--- config.mk ---
export PLATFORM = sky130hd
export DESIGN_NAME = tournament_branch_predictor_flat
export DESIGN_NICKNAME = d
export VERILOG_FILES = /design/src/rtl/tournament_branch_predictor_if.sv /design/src/rtl/tournament_branch_predictor.sv /design/src/flat_wrapper.sv
export SDC_FILE = /design/constraint.sdc
export NUM_CORES = 1
export LEC_CHECK = 0
export CAP_MARGIN = 10
export CORE_MARGIN = 1.5
export CORE_UTILIZATION = 54
export CTS_CLUSTER_DIAMETER = 200
export DETAILED_ROUTE_END_ITERATION = 7
export GPL_ROUTABILITY_DRIVEN = 0
export PLACE_DENSITY = 0.76
export SETUP_SLACK_MARGIN = 0.02
export SYNTH_ARGS = -nofsm -noshare
export SYNTH_HDL_FRONTEND = slang
export SYNTH_SLANG_ARGS = --single-unit
--- constraint.sdc ---
create_clock -name clk -period 2.6 [get_ports clk]
set_input_delay 0.52 -clock clk [delete_from_list [all_inputs] [get_ports clk]]
set_output_delay 0.52 -clock clk [all_outputs]
set_load 0.005 [all_outputs]
--- src/rtl/tournament_branch_predictor_if.sv ---
// Branch event bus for the tournament predictor: resolved outcome and branch id in,
// predictor counters, misprediction count and global history out.
interface tournament_branch_predictor_if #(
    parameter int BR_W  = 1,
    parameter int GH_W  = 5,
    parameter int CNT_W = 32
);
    logic              in;
    logic [BR_W-1:0]   branchnumber;
    logic [1:0]        predict52;
    logic [1:0]        predict2l;
    logic [1:0]        predict;
    logic [CNT_W-1:0]  mismatch;
    logic [GH_W-1:0]   globalhistory;

    modport master (
        output in, branchnumber,
        input  predict52, predict2l, predict, mismatch, globalhistory
    );

    modport slave (
        input  in, branchnumber,
        output predict52, predict2l, predict, mismatch, globalhistory
    );
endinterface

--- src/rtl/tournament_branch_predictor.sv ---
// Tournament branch predictor: global (5,2) correlating table vs per-branch two-level local
// table, picked by a per-branch 2-bit chooser; one resolved branch per clock.
module tournament_branch_predictor #(
    parameter int BR_W  = 1,
    parameter int GH_W  = 5,
    parameter int LH_W  = 2,
    parameter int CNT_W = 32
) (
    input  logic clk,
    input  logic reset,
    tournament_branch_predictor_if.slave bp
);
    localparam int GI_W = BR_W + GH_W;
    localparam int LI_W = BR_W + LH_W;
    localparam int NG   = 1 << GI_W;
    localparam int NL   = 1 << LI_W;
    localparam int NB   = 1 << BR_W;

    logic [1:0]       gpht_reg [NG];
    logic [1:0]       lpht_reg [NL];
    logic [1:0]       cho_reg  [NB];
    logic [LH_W-1:0]  lht_reg  [NB];
    logic [GH_W-1:0]  ghist_reg;
    logic [CNT_W-1:0] mismatch_reg;

    logic [GI_W-1:0] g_idx;
    logic [LI_W-1:0] l_idx;
    logic [1:0]      p52, p2l, pred;
    logic [1:0]      gpht_next, lpht_next, cho_next;
    logic            cho_upd, miss;

    function automatic logic [1:0] sat_step(input logic [1:0] c, input logic up);
        if (up)
            return (c == 2'b11) ? c : c + 2'd1;
        else
            return (c == 2'b00) ? c : c - 2'd1;
    endfunction

    always_comb begin
        g_idx     = {bp.branchnumber, ghist_reg};
        l_idx     = {bp.branchnumber, lht_reg[bp.branchnumber]};
        p52       = gpht_reg[g_idx];
        p2l       = lpht_reg[l_idx];
        // Chooser MSB set means the global predictor is currently trusted
        pred      = cho_reg[bp.branchnumber][1] ? p52 : p2l;
        miss      = pred[1] ^ bp.in;
        cho_upd   = p52[1] ^ p2l[1];
        cho_next  = sat_step(cho_reg[bp.branchnumber], p52[1] == bp.in);
        gpht_next = sat_step(p52, bp.in);
        lpht_next = sat_step(p2l, bp.in);
    end

    assign bp.predict52     = p52;
    assign bp.predict2l     = p2l;
    assign bp.predict       = pred;
    assign bp.mismatch      = mismatch_reg;
    assign bp.globalhistory = ghist_reg;

    genvar gi;
    generate
        for (gi = 0; gi < NG; gi++) begin : g_gpht
            always_ff @(posedge clk or negedge reset) begin
                if (!reset)
                    gpht_reg[gi] <= 2'b01;
                else if (g_idx == GI_W'(gi))
                    gpht_reg[gi] <= gpht_next;
            end
        end

        for (gi = 0; gi < NL; gi++) begin : g_lpht
            always_ff @(posedge clk or negedge reset) begin
                if (!reset)
                    lpht_reg[gi] <= 2'b01;
                else if (l_idx == LI_W'(gi))
                    lpht_reg[gi] <= lpht_next;
            end
        end

        // Only the current branch's history and chooser move on each event
        for (gi = 0; gi < NB; gi++) begin : g_branch
            always_ff @(posedge clk or negedge reset) begin
                if (!reset) begin
                    lht_reg[gi] <= '0;
                    cho_reg[gi] <= 2'b10;
                end else if (bp.branchnumber == BR_W'(gi)) begin
                    lht_reg[gi] <= {lht_reg[gi][LH_W-2:0], bp.in};
                    if (cho_upd)
                        cho_reg[gi] <= cho_next;
                end
            end
        end
    endgenerate

    always_ff @(posedge clk or negedge reset) begin
        if (!reset) begin
            ghist_reg    <= '0;
            mismatch_reg <= '0;
        end else begin
            ghist_reg <= {ghist_reg[GH_W-2:0], bp.in};
            if (miss && (mismatch_reg != {CNT_W{1'b1}}))
                mismatch_reg <= mismatch_reg + CNT_W'(1);
        end
    end
endmodule

--- src/flat_wrapper.sv ---
// flat-port wrapper written by rule: the top's interface ports become plain ports
module tournament_branch_predictor_flat 
#(
    parameter int BR_W  = 1,
    parameter int GH_W  = 5,
    parameter int LH_W  = 2,
    parameter int CNT_W = 32
)
  (clk, reset, bp_in, bp_branchnumber, bp_predict52, bp_predict2l, bp_predict, bp_mismatch, bp_globalhistory);
  tournament_branch_predictor_if #(.BR_W(BR_W), .GH_W(GH_W), .CNT_W(CNT_W)) bp_i ();
  input  logic clk;
  input  logic reset;
  input wire logic [$bits(bp_i.in)-1:0] bp_in;
  input wire logic [$bits(bp_i.branchnumber)-1:0] bp_branchnumber;
  output wire logic [$bits(bp_i.predict52)-1:0] bp_predict52;
  output wire logic [$bits(bp_i.predict2l)-1:0] bp_predict2l;
  output wire logic [$bits(bp_i.predict)-1:0] bp_predict;
  output wire logic [$bits(bp_i.mismatch)-1:0] bp_mismatch;
  output wire logic [$bits(bp_i.globalhistory)-1:0] bp_globalhistory;
  assign bp_i.in = bp_in;
  assign bp_i.branchnumber = bp_branchnumber;
  assign bp_predict52 = bp_i.predict52;
  assign bp_predict2l = bp_i.predict2l;
  assign bp_predict = bp_i.predict;
  assign bp_mismatch = bp_i.mismatch;
  assign bp_globalhistory = bp_i.globalhistory;
  tournament_branch_predictor #(.BR_W(BR_W), .GH_W(GH_W), .LH_W(LH_W), .CNT_W(CNT_W)) u_core (.clk(clk), .reset(reset), .bp(bp_i));
endmodule
-- After elaboration in Yosys (flattened, before gate mapping)
Index checks and enable logic that the tools add are counted.
- latch bits: 0
- output and inout port bits: 43
- register bits: 189
- RAM bits: 0
- memories kept: 0
- logic and storage cells: 199
- memory bits (read-only): 0
- div/mod/pow operators: 0
- eq/ne operators: 75
- bitwise logic cells: 6
- reductions and logical operators: 8
- multiplexer cells: 22
- $lt $le $gt $ge: 3
- shift-type cells: 0
- add/subtract/negate cells: 7
- $mul: 0
- operators by type and width (operator ; number):
    $eq A6 B6 Y1 const B ; 32
    $eq A6 B5 Y1 const B ; 16
    $eq A6 B4 Y1 const B ; 8
    $mux W2 ; 20
    $add A32 B1 Y32 const B ; 1
    $ne A32 B32 Y1 const B ; 1
    $eq A6 B3 Y1 const B ; 4
    $bmux W2 S6 ; 1
    $eq A3 B3 Y1 const B ; 4
    $eq A6 B2 Y1 const B ; 2
    $ge A7 B7 Y1 const B ; 1
    $not A6 Y7 ; 1
    $add A2 B1 Y2 const B ; 3
    $bmux W2 S3 ; 1
    $eq A2 B2 Y1 const B ; 3
    $eq A3 B2 Y1 const B ; 2
    $eq A6 B1 Y1 const B ; 1
    $logic_not A2 Y1 ; 3
    $logic_not A6 Y1 ; 1
    $sub A2 B1 Y2 const B ; 3
    $ge A4 B4 Y1 const B ; 1
    $not A3 Y4 ; 1
    $reduce_and A2 Y1 ; 2
    $eq A3 B1 Y1 const B ; 1
    other kinds (7) ; 8

-- Logic depth before layout (Yosys ltp)
- depth after elaboration: 11
- mapped depth: 12

-- Worst setup path after synthesis
No wires, ideal clock.
- path type: register to register
- start point: register u_core.ghist_reg[0], in the netlist u_core.bp.globalhistory[0]
- end point: register u_core.mismatch_reg[22], in the netlist u_core.bp.mismatch[22]
- slack: -196 ps
- arrival: 2673 ps
- setup time: 123 ps
- cell stages (with the launch flop): 12
- path buffers: 2
- cell sequence: dfrtp_1 buf_6 mux4_1 mux2_2 o22ai_2 o21ai_2 o311ai_4 a21oi_2 nor3_4 buf_6 nand4_2 xnor2_1
- word-level cells in the longest chain between the ends: 7
- RTL lines (item ; line ; RTL):
    start: declaration ; tournament_branch_predictor.sv:23 ; logic [GH_W-1:0] ghist_reg;
    start signal: assignment ; tournament_branch_predictor.sv:99 ; ghist_reg <= {ghist_reg[GH_W-2:0], bp.in};
    $not A6 Y7 (not written as such) ; tournament_branch_predictor.sv:42 ; p52 = gpht_reg[g_idx];
    $bmux W2 S6 ; tournament_branch_predictor.sv:42 ;
    $mux W2 (not written as such) (2 in a row) ; tournament_branch_predictor.sv:42 ;
    $mux W2 ; tournament_branch_predictor.sv:45 ; pred = cho_reg[bp.branchnumber][1] ? p52 : p2l;
    $xor A1 B1 Y1 ; tournament_branch_predictor.sv:46 ; miss = pred[1] ^ bp.in;
    $logic_and A1 B1 Y1 ; tournament_branch_predictor.sv:100 ; if (miss && (mismatch_reg != {CNT_W{1'b1}}))
    end signal: assignment ; tournament_branch_predictor.sv:101 ; mismatch_reg <= mismatch_reg + CNT_W'(1);
    end: declaration ; tournament_branch_predictor.sv:24 ; logic [CNT_W-1:0] mismatch_reg;
No other way between the ends. The select of a mux whose other input is x is not followed.
A chain may end at the register's enable or synchronous reset.

-- Final worst setup path
- start point: register u_core.ghist_reg[0], in the netlist u_core.bp.globalhistory[0]
- end point: output port bp_predict[1]
- word-level cells in the longest chain between the ends: 5
- RTL lines (item ; line ; RTL):
    $not A6 Y7 (not written as such) ; tournament_branch_predictor.sv:42 ;
    $bmux W2 S6 ; tournament_branch_predictor.sv:42 ;
    $mux W2 (not written as such) (2 in a row) ; tournament_branch_predictor.sv:42 ;
    $mux W2 ; tournament_branch_predictor.sv:45 ;
    end: declaration ; flat_wrapper.sv:17 ; output wire logic [$bits(bp_i.predict)-1:0] bp_predict;
No other way between the ends. The select of a mux whose other input is x is not followed.

==> reports/metrics.yaml <==
outcome:
  status: "finished, violations left"
  violations: "negative setup slack"
final_layout:
  syn2layout_area_growth_pct: 40.4
  final_util: 0.776
  antenna_cells: 0
  drive_gt1_frac: 0.507
  layout.cells.non_filler: 1226
  largest_reg_flops: 128
  final_area_sq_um: 12900
  fin_nets: 998
setup_path:
  rr_endpoint: "u_core.bp.mismatch[16]"
  rr_startpoint: "u_core.bp.globalhistory[0]"
  reg2reg_depth: 14
  cp-end-kind: "output port"
  critical_path_class: "reg2out"
  worst_ep_arrival_time_ns: 2.68
  critPathLaunch: "u_core.bp.globalhistory[0]"
  worstSetupStartpointType: "register"
  crit_end: "bp_predict[1]"
  critical_path.max_fanout: 6
  r2r_setup_slack_ns: -0.58
  worstPathRequired_ns: 2.08
die:
  initial_core_util: 0.552
  die_w_um: 133
  die-height_um: 133
  coreArea_sq_um: 16600
  fp-row-count: 47
  boundaryPins: 47
  dieArea_sq_um: 17800
synthesis:
  synthArstFlopShare: 1.00
  synth.avg_cell_area_sq_um: 11.1
  synth_cells: 823
  ys.warnings.count: 0
  syn-num-nets: 828
  yosysSeqAreaShare: 0.527
  ys_seq_elements: 189
  synth-edff-count: 0
  synth_ff_type: "dfrtp_1"
  synthesis.area_sq_um: 9160
  ys_types: 53
place:
  hpwl_um: 14700
  dpl_cell_area_sq_um: 10500
  dp_worst_setup_slack_ns: -0.662
  io_buffers: 46
  dp.cells: 1137
sta:
  hold_violations: 0
  setup_slack_ns: -0.602
  tightest_slew_ns: 1.24
  slew_viol_final: 0
  setup_violations: 167
  relSlewSlack: 0.168
  clock_skew_ns: 0.0141
  layout_min_cycle_time_ns: 3.20
  post-route-period-util: 1.23
  holdWs_ns: 0.473
  fmax_mhz: 312
  rsz0062_at_grt: "true"
global_routing:
  grt_antenna_before_repair: 0
  grt_max_degree: 65
  grt_first_pass_wirelength_um: 40600
  use_met1: 0.372
  grtUsageMet2: 0.502
  grt_usage: 0.297
  grt.overflow.total: 0
  met3_usage: 0.0529
  busiest_layer: "met2"
  grt_pass1_vias: 7685
hold_path:
  hold_class: "reg2reg"
  holdPathStages: 2
power_and_ir_drop:
  powerDensity_nw_per_um2: 813
  p_leak_uw: 0.00557
  peakVddDrop_v: 0.000709
job:
  drv_cap: 0
clocking:
  cts_max_level: 4
  cts_inserted_buffers: 17
  clkLatencyLatePin_ns: 0.45
  clk_pin_slew_ns: 0.07
  clock_path_buffers: 2
  clock-sinks: 189
  clock-root-buffer: "clkbuf_16"
  cts_tree: "yes"
detailed_routing:
  dr.pass1.iters: 5
  wire_per_inst_um: 24.0
  vias: 7835
  drt_wl_total_um: 29500
  vias_per_cell: 6.39
  drc_errors: 0
  drt_iter0_markers: 806
  antenna_left: 0
==> synth_stat cells, types with 11 or more instances <==
cell      number  area (sq um)
a21oi_1       28           140
buf_2         13          65.1
clkbuf_1      16          60.1
dfrtp_1      115          2880
dfstp_2       74          1940
inv_1         11          41.3
mux2_2        81           912
mux2i_1       23           230
mux4_2        19           428
nand2_1      139           522
nand3_1       25           125
nand4_1       18           113
nor2_1        57           214
nor3_1        13          65.1
o21ai_0       65           325
xnor2_1       29           254
==> power breakdown <==
part / internal, uW / switching, uW
logic: 1860 / 1620
registers: 3860 / 566
clock network: 1350 / 1210
==> logic make-up after synthesis <==
logic type                 Yosys count  share of synthesized area
and+or+nand+nor                    296                      0.147
DFF                                189                      0.527
muxes                              129                      0.187
AOI/OAI and AO/OA                  125                     0.0796
buffers and inverters               51                     0.0276
xor gates and xnor gates            30                     0.0287
adders and majority gates            3                    0.00369
==> per-layer routing <==
layer,share of wire,up-vias
met5,0,-
met4,0.048,0
met3,0.065,140
met2,0.50,443
met1,0.38,3981
li1,-,3271
==> cell usage in the layout (no fill, tap or decap), types with 9 or more instances in the layout <==
cell	n
mux2_2	12
mux2i_1	21
nor2_1	53
dfrtp_1	109
mux4_2	24
dfstp_2	74
a21oi_1	10
buf_4	85
nor3_1	13
o21ai_4	9
inv_1	10
mux2_4	69
nand4_1	18
buf_12	18
buf_6	31
clkdlybuf4s50_1	38
o21ai_0	9
a21oi_2	12
clkbuf_16	21
nand2_1	131
o21ai_2	45
xnor2_1	23
nand3_1	11
==> timing repair <==
action | 4_1_cts | 5_1_grt
cloned | 9 | 7
pin swaps | 31 | 86
hold buffers | 1 | 0
hold endpoints to repair | 21 | 0
gates resized for setup | 212 | 169
setup buffers | 38 | 12
endpoints found under the setup margin | 176 | 178
==> metrics by stage <==
stage,total power [uW],TNS (ns)
after floorplan,5610,-4.39
after global placement,6450,-61.44
after detailed placement,6560,-74.08
after CTS,9790,-51.41
after global routing,10800,-82.45
final,10500,-72.91
==> worst min path at each step <==
stage | startpoint | endpoint
2_1_floorplan | reset | u_core.bp.globalhistory[0]
3_5_place_dp | reset | u_core.lpht_reg[1]
4_1_cts | u_core.gpht_reg[50] | u_core.gpht_reg[50]
6_report | u_core.gpht_reg[126] | u_core.gpht_reg[126]
5_1_grt | u_core.gpht_reg[78] | u_core.gpht_reg[78]
3_3_place_gp | reset | u_core.lpht_reg[1]
==> worst max-delay path, stage by stage, from the launching register on <==
cell and delay, ns:
dfrtp_2 0.47, buf_6 0.15, buf_12 0.12, mux4_2 0.51, mux2_4 0.32, o22ai_4 0.21
o21ai_4 0.10, o311ai_4 0.11, nand2_1 0.11, buf_2 0.13
==> cell type report <==
class | count | area [sq um]
Clock buffer | 20 | 447
Clock inverter | 12 | 114
Fill cell | 910 | 3720
Inverter | 13 | 48.8
Multi-Input combinational cell | 583 | 5100
Sequential cell | 189 | 4830
Tap cell | 220 | 275
Timing Repair Buffer | 189 | 2040
Power figures use the tool's default switching activity.
